==> src/rtl/bcd_pkg.sv <==
// Shared BCD definitions for the N-digit BCD counter.
//   bcd_t         : one 4-bit BCD decade
//   BCD_MAX/MIN   : largest / smallest legal decade value
//   bcd_is_valid  : true when a nibble holds a legal BCD digit (0..9)
package bcd_pkg;

    typedef logic [3:0] bcd_t;

    localparam bcd_t BCD_MAX = 4'd9;
    localparam bcd_t BCD_MIN = 4'd0;

    function automatic logic bcd_is_valid(input bcd_t d);
        return (d <= BCD_MAX);
    endfunction

endpackage

==> src/rtl/bcd_digit.sv <==
// One BCD decade of the counter.
//   clk        : clock, rising edge
//   rst        : synchronous active-high reset, clears the digit
//   step_in    : advance this decade one step this cycle
//   up         : 1 = increment, 0 = decrement
//   load       : parallel load of load_digit (already validated by the top)
//   load_digit : value to load
//   digit      : registered decade value
//   term       : decade is at its terminal value for the current direction
module bcd_digit
    import bcd_pkg::*;
(
    input  logic       clk,
    input  logic       rst,
    input  logic       step_in,
    input  logic       up,
    input  logic       load,
    input  logic [3:0] load_digit,
    output logic [3:0] digit,
    output logic       term
);

    bcd_t digit_d;
    bcd_t digit_q;

    always_comb begin
        digit_d = digit_q;
        if (load) begin
            digit_d = load_digit;
        end else if (step_in) begin
            if (up) begin
                digit_d = (digit_q == BCD_MAX) ? BCD_MIN : digit_q + 4'd1;
            end else begin
                digit_d = (digit_q == BCD_MIN) ? BCD_MAX : digit_q - 4'd1;
            end
        end
    end

    always_ff @(posedge clk) begin
        if (rst) begin
            digit_q <= BCD_MIN;
        end else begin
            digit_q <= digit_d;
        end
    end

    assign digit = digit_q;
    assign term  = up ? (digit_q == BCD_MAX) : (digit_q == BCD_MIN);

endmodule

==> src/rtl/bcd_counter_ndigit.sv <==
// N-digit up/down BCD counter with parallel load and wrap/saturate option.
//   clk      : clock, rising edge
//   rst      : synchronous active-high reset (num = 0, load_err = 0)
//   en       : count enable, one step per enabled cycle
//   up       : direction, 1 = increment, 0 = decrement
//   load     : parallel load request (wins over en)
//   load_val : BCD load value, digit 0 in [3:0]
//   num      : registered count, digit k in [4k+3:4k]
//   co       : combinational carry/borrow-out at terminal count while counting
//   load_err : registered, high for one cycle after a load with a non-BCD nibble
module bcd_counter_ndigit
    import bcd_pkg::*;
#(
    parameter int unsigned DIGITS = 3,
    parameter bit          WRAP   = 1'b1
) (
    input  logic                  clk,
    input  logic                  rst,
    input  logic                  en,
    input  logic                  up,
    input  logic                  load,
    input  logic [4*DIGITS-1:0]   load_val,
    output logic [4*DIGITS-1:0]   num,
    output logic                  co,
    output logic                  load_err
);

    logic [DIGITS-1:0] term;
    logic [DIGITS-1:0] step_chain;
    logic              load_ok;
    logic              all_term;
    logic              count_en;
    logic              digit_load;
    logic              load_err_d;
    logic              load_err_q;

    always_comb begin
        load_ok = 1'b1;
        for (int unsigned k = 0; k < DIGITS; k++) begin
            if (!bcd_is_valid(load_val[4*k +: 4])) begin
                load_ok = 1'b0;
            end
        end
    end

    assign all_term   = &term;
    // Saturation: at terminal count without wrap, no decade may step.
    assign count_en   = en & ~load & (WRAP | ~all_term);
    // A rejected load still blocks counting (count_en uses raw load).
    assign digit_load = load & load_ok;
    assign co         = en & ~load & ~rst & all_term;

    // Decade k steps only when every lower decade is at its terminal value.
    always_comb begin
        step_chain[0] = count_en;
        for (int unsigned k = 1; k < DIGITS; k++) begin
            step_chain[k] = step_chain[k-1] & term[k-1];
        end
    end

    assign load_err_d = load & ~load_ok;

    always_ff @(posedge clk) begin
        if (rst) begin
            load_err_q <= 1'b0;
        end else begin
            load_err_q <= load_err_d;
        end
    end

    assign load_err = load_err_q;

    for (genvar g = 0; g < DIGITS; g++) begin : g_digit
        bcd_digit u_digit (
            .clk        (clk),
            .rst        (rst),
            .step_in    (step_chain[g]),
            .up         (up),
            .load       (digit_load),
            .load_digit (load_val[4*g +: 4]),
            .digit      (num[4*g +: 4]),
            .term       (term[g])
        );
    end

endmodule

==> config.mk <==
export PLATFORM = sky130hd
export DESIGN_NAME = bcd_counter_ndigit
export DESIGN_NICKNAME = d
export VERILOG_FILES = /design/src/rtl/bcd_pkg.sv /design/src/rtl/bcd_digit.sv /design/src/rtl/bcd_counter_ndigit.sv
export SDC_FILE = /design/constraint.sdc
export NUM_CORES = 1
export LEC_CHECK = 0
export ABC_AREA = 1
export CAP_MARGIN = 25
export CORE_MARGIN = 5
export CORE_UTILIZATION = 50
export CTS_BUF_LIST = sky130_fd_sc_hd__clkbuf_16
export CTS_CLUSTER_DIAMETER = 50
export DETAILED_ROUTE_END_ITERATION = 16
export PLACE_DENSITY = 0.83
export SLEW_MARGIN = 20
export SYNTH_ARGS = -nofsm -noshare
export SYNTH_HDL_FRONTEND = slang
export SYNTH_HIERARCHICAL = 1
export SYNTH_SLANG_ARGS = --single-unit
==> constraint.sdc <==
create_clock -name clk -period 4.4 [get_ports clk]
set_clock_uncertainty 0.15 [all_clocks]
set_input_delay 0.88 -clock clk [delete_from_list [all_inputs] [get_ports clk]]
set_output_delay 0.88 -clock clk [all_outputs]
set_load 0.02 [all_outputs]
Yosys cells after proc, flatten, opt, wreduce, memory -nomap -nowiden

Index checks and enable logic that the tools add are counted.

Logic and storage cells: 54
Input port bits: 17
Register bits after elaboration: 13

Reductions and logical operators: 7
Equality and inequality tests: 3
Order comparisons: 3
Bitwise gates (word level): 10
Add/sub/neg operators: 6
Muxes and demuxes: 21

Operators with widths:

| kind                                             | count |
|---|---|
| 2-to-1 mux 4 bit                                 | 15 |
| adder 4 x 1 -> 4 bit, second input constant      | 3 |
| == test 4 bit, second input constant             | 3 |
| <= comparator 4 bit, second input constant       | 3 |
| zero test 4 bit                                  | 3 |
| subtractor 4 x 1 -> 4 bit, second input constant | 3 |
| bitwise AND 1 bit                                | 7 |
| 2-to-1 mux 1 bit                                 | 6 |
| nonzero test 2 bit                               | 3 |
| NOT 1 bit                                        | 3 |
| AND reduction 3 bit                              | 1 |

Longest topological paths before layout

Gate-level depths: netlist of the first run.

Depth in word-level cells: 6
Mapped depth: 12

By module

Netlist of the first run, hierarchy kept.

Modules (own cells, without submodules):

| module             | area an instance (um2) | sequential area each (um2) | instances | cells each |
|---|---|---|---|---|
| bcd_digit          | 326.6                  | 80.1                       | 3         | 57 |
| bcd_counter_ndigit | 100.1                  | 20.0                       | 1         | 18 |

Least setup slack after synthesis of the first run

No wires, ideal clock.

Path kind: input port to output port
Start: input port up
End: output port co
Arrival: 1.582 ns
Buffers on the path: 0
Setup slack: 1.788 ns
Stages on the path: 5
Path through: inv_1 -> nor2_2 -> a21oi_1 -> nand2_1 -> nor3_2

Longest elaborated chain between the ends: 3

Ends and longest elaborated chain:

| item                | line                     | RTL |
|---|---|---|
| start: declaration  | bcd_counter_ndigit.sv:20 | `input logic up,` |
| 2-to-1 mux 1 bit    | bcd_digit.sv:48          | `assign term = up ? (digit_q == BCD_MAX) : (digit_q == BCD_MIN);` |
| net term[1]         | bcd_counter_ndigit.sv:28 | `logic [DIGITS-1:0] term;` |
| AND reduction 3 bit | bcd_counter_ndigit.sv:46 | `assign all_term = &term;` |
| bitwise AND 1 bit   | bcd_counter_ndigit.sv:51 | `assign co = en & ~load & ~rst & all_term;` |
| end: declaration    | bcd_counter_ndigit.sv:24 | `output logic co,` |

The timed path passes the listed nets, and every way through them passes these cells.

Final worst setup path of the first run

Same ends and word-level chain as after synthesis.

==> run summary, run 1 <==
Worst Path Required: 3.37 ns
full die area: 0.00319 mm2
Top Ports: 31
Synth Register Bits: 13
Final WS setup: 0.541 ns
WHS Endpoint: g_digit[0].u_digit/digit[0]
number of clock sinks: 13
Tmin final: 3.86 ns
synth unique cells: 18
antenna violations before repair: 0
Wirelength per Cell: 12.8 um
crit-path max FO: 9
CTS clk-pin slew, worst paths: 0.05 ns
setup bufs post-CTS: 0
DRC viols: 0
final instance area: 0.00151 mm2
Mapped Area: 0.00108 mm2
hold wc startpoint: g_digit[0].u_digit/digit[0]
drt total wl: 3240 um
CP max stage delay: 0.67 ns
layout cells sized above 1: 11.6%
crit path DAT: 2.83 ns
min-delay worst type: reg -> reg
Detail Route Antenna Nets: 0
Synth Area in Simple Gates: 45.3%
critical path capture point type: output pin
post-synthesis compound-gate area fraction: 21.6%
FP Rows: 16
pwr dens: 286 mW/mm2
clk buf depth: 2
first-pass GRT wire length: 5250 um
yosys synthesis warning count: 6
Seq/Total Area, Yosys: 24.1%
R2R Setup Slk: 2.44 ns
DPL Wire Length: 2400 um
final count of pins violating max slew: 0
dpl ws: 0.580 ns
Synth Area in XOR/XNOR: 0%
commonest cells after routing, fill and taps aside: 77 x nand2_1, 30 x clkdlybuf4s50_1, 24 x inv_1
Reg2Reg Capture Point: g_digit[2].u_digit/digit[0]
final setup vio count: 0
Worst R2R Path Depth: 10
worst r2r src: g_digit[0].u_digit/digit[0]
largest net degree at the start of global routing: 19
Max VDD drop: 217 uV
CTS Root Cell: clkbuf_16
worst slew pin tran: 0.337 ns
Core ar.: 0.00200 mm2
Final Cycle Share: 87.7%
vias in the first global route: 1233
largest family of logic cells by synthesized area: simple AND/OR/NAND/NOR gates
area delta synth->final: 39.6%
Util after Layout: 75.3%
Worst Setup Path Type: in -> out
Rel. slew slack: 77.5%
setup TNS: 0 ns
Initial DRC Count: 56
worst hold stages: 3
slowest stage cell, crit path: clkdlybuf4s50_1
max_cap viols: 0
Largest delay share family, worst path: buffers and inverters
most common cell after layout, fill and taps aside: nand2_1
Hold Buf Count CTS: 0
GRT Total Usage: 19.9%
Area after DPL: 0.00143 mm2
post_cts resized: 0
worst-path cell chain: clkdlybuf4s50_1 -> inv_1 -> a21oi_1 -> nand2_1 -> nor3_2 -> clkdlybuf4s50_1
adder-cell share of the synthesized area: 0%
diode count: 0
H-tree lvl count: 1
CTS Buf Count: 3
CP bufs+invs: 3
vias per cell: 5.40
RSZ-0062 raised after global routing: no
f_max: 259 MHz
total grt overflow: 0
vias: 1361
Cells after Synth: 189
gpl congestion: 0.925
syn nets: 206
Total Nets Final: 243
CTS tree: yes
post-synthesis mux area share: 0%
Chip Width: 56.5 um
Setup crit start kind: input pin
post-synthesis area per instance: 5.71 um2
Worst path most repeated cell: clkdlybuf4s50_1
die height: 56.5 um
# port buffers: 30
effective utilization at floorplan: 53.9%
status: complete, no violations
Leak: 0.000677 uW
final hold viol count: 0
worst-skew pair later-pin latency: 0.24 ns
First-pass DRT Iterations: 4
-- registers in the layout, indices dropped and copies added, names as in the netlist --
name / count
load_err: 1
g_digit.u_digit/digit: 12
-- stage by stage --
| step | total power, uW | hold WS (ns) | instances |
|---|---|---|---|
| floorplan | 210 | 0.557 | 189 |
| global placement | 256 | 0.510 | 248 |
| detailed placement | 259 | 0.518 | 248 |
| CTS | 432 | 0.540 | 252 |
| global route | 454 | 0.572 | 252 |
| finish | 432 | 0.536 | 252 |
-- worst max path at each step --
stage / slack, ns / start / endpoint / cells after the start
global route: 0.43 / up / co / 6
floorplan: 1.79 / up / co / 5
finish: 0.54 / up / co / 6
global placement: 0.62 / up / co / 6
CTS: 0.55 / up / co / 6
detailed placement: 0.58 / up / co / 6
-- worst register-to-register path, cell delays in order, from the launching register on --
cell,delay (ns)
dfxtp_1,0.37
nor2_2,0.25
nand3_2,0.11
a21oi_1,0.19
nand2_2,0.09
nor2_1,0.16
inv_1,0.05
nor2_1,0.20
nand2_1,0.08
a31o_2,0.21
inv_1,0.04
-- cell type report --
cell class	count	area, um2
Fill cell	174	494
Sequential cell	13	260
Tap cell	27	33.8
Inverter	26	97.6
Clock buffer	3	75.1
Clock inverter	1	3.75
Timing Repair Buffer	32	315
Multi-Input combinational cell	150	722
-- layer usage --
layer	share of wire, %	GRT usage [%]	wire length [um]	up-vias
met2	50	35.3	1620	54
met1	43	24.8	1400	617
met5	0	0	0	-
li1	-	-	-	688
met3	6.6	3.44	213	2
met4	0.31	4.41	10	0
-- cells by family (layout without fill, tap and decap cells) --
logic type | Yosys count | in the layout
AOI/OAI and AO/OA | 36 | 36
DFF | 13 | 13
buffers and inverters | 26 | 62
and+or+nand+nor | 114 | 114
-- cell usage after synthesis (all sizes together) --
master / n / area (um2)
a21oi: 12 / 71.3
a22oi: 9 / 67.6
a31o: 3 / 26.3
dfxtp: 13 / 260
inv: 26 / 97.6
nand2: 78 / 295
nand3: 10 / 65.1
nand4: 3 / 18.8
nor2: 22 / 100
nor3: 1 / 10.0
o211ai: 3 / 22.5
o21ai: 9 / 45.0
-- power by group --
| part | internal, uW | total [uW] | switching (uW) |
|---|---|---|---|
| clock | 120 | 171 | 51.0 |
| sequential | 125 | 139 | 14.0 |
| combinational | 53.8 | 121 | 67.5 |
No activity file was read; power rests on OpenSTA's default activity.
==> inputs of run 2 (changes only) <==
CAP_MARGIN = 20   (was 25)
==> results of run 2 <==
No change in the layout: final DEF, timing and power equal those of run 1.
==> inputs of run 3 (changes only) <==
CAP_MARGIN = 15   (was 20)
==> results of run 3 <==
No change in the layout: final DEF, timing and power equal those of run 1.
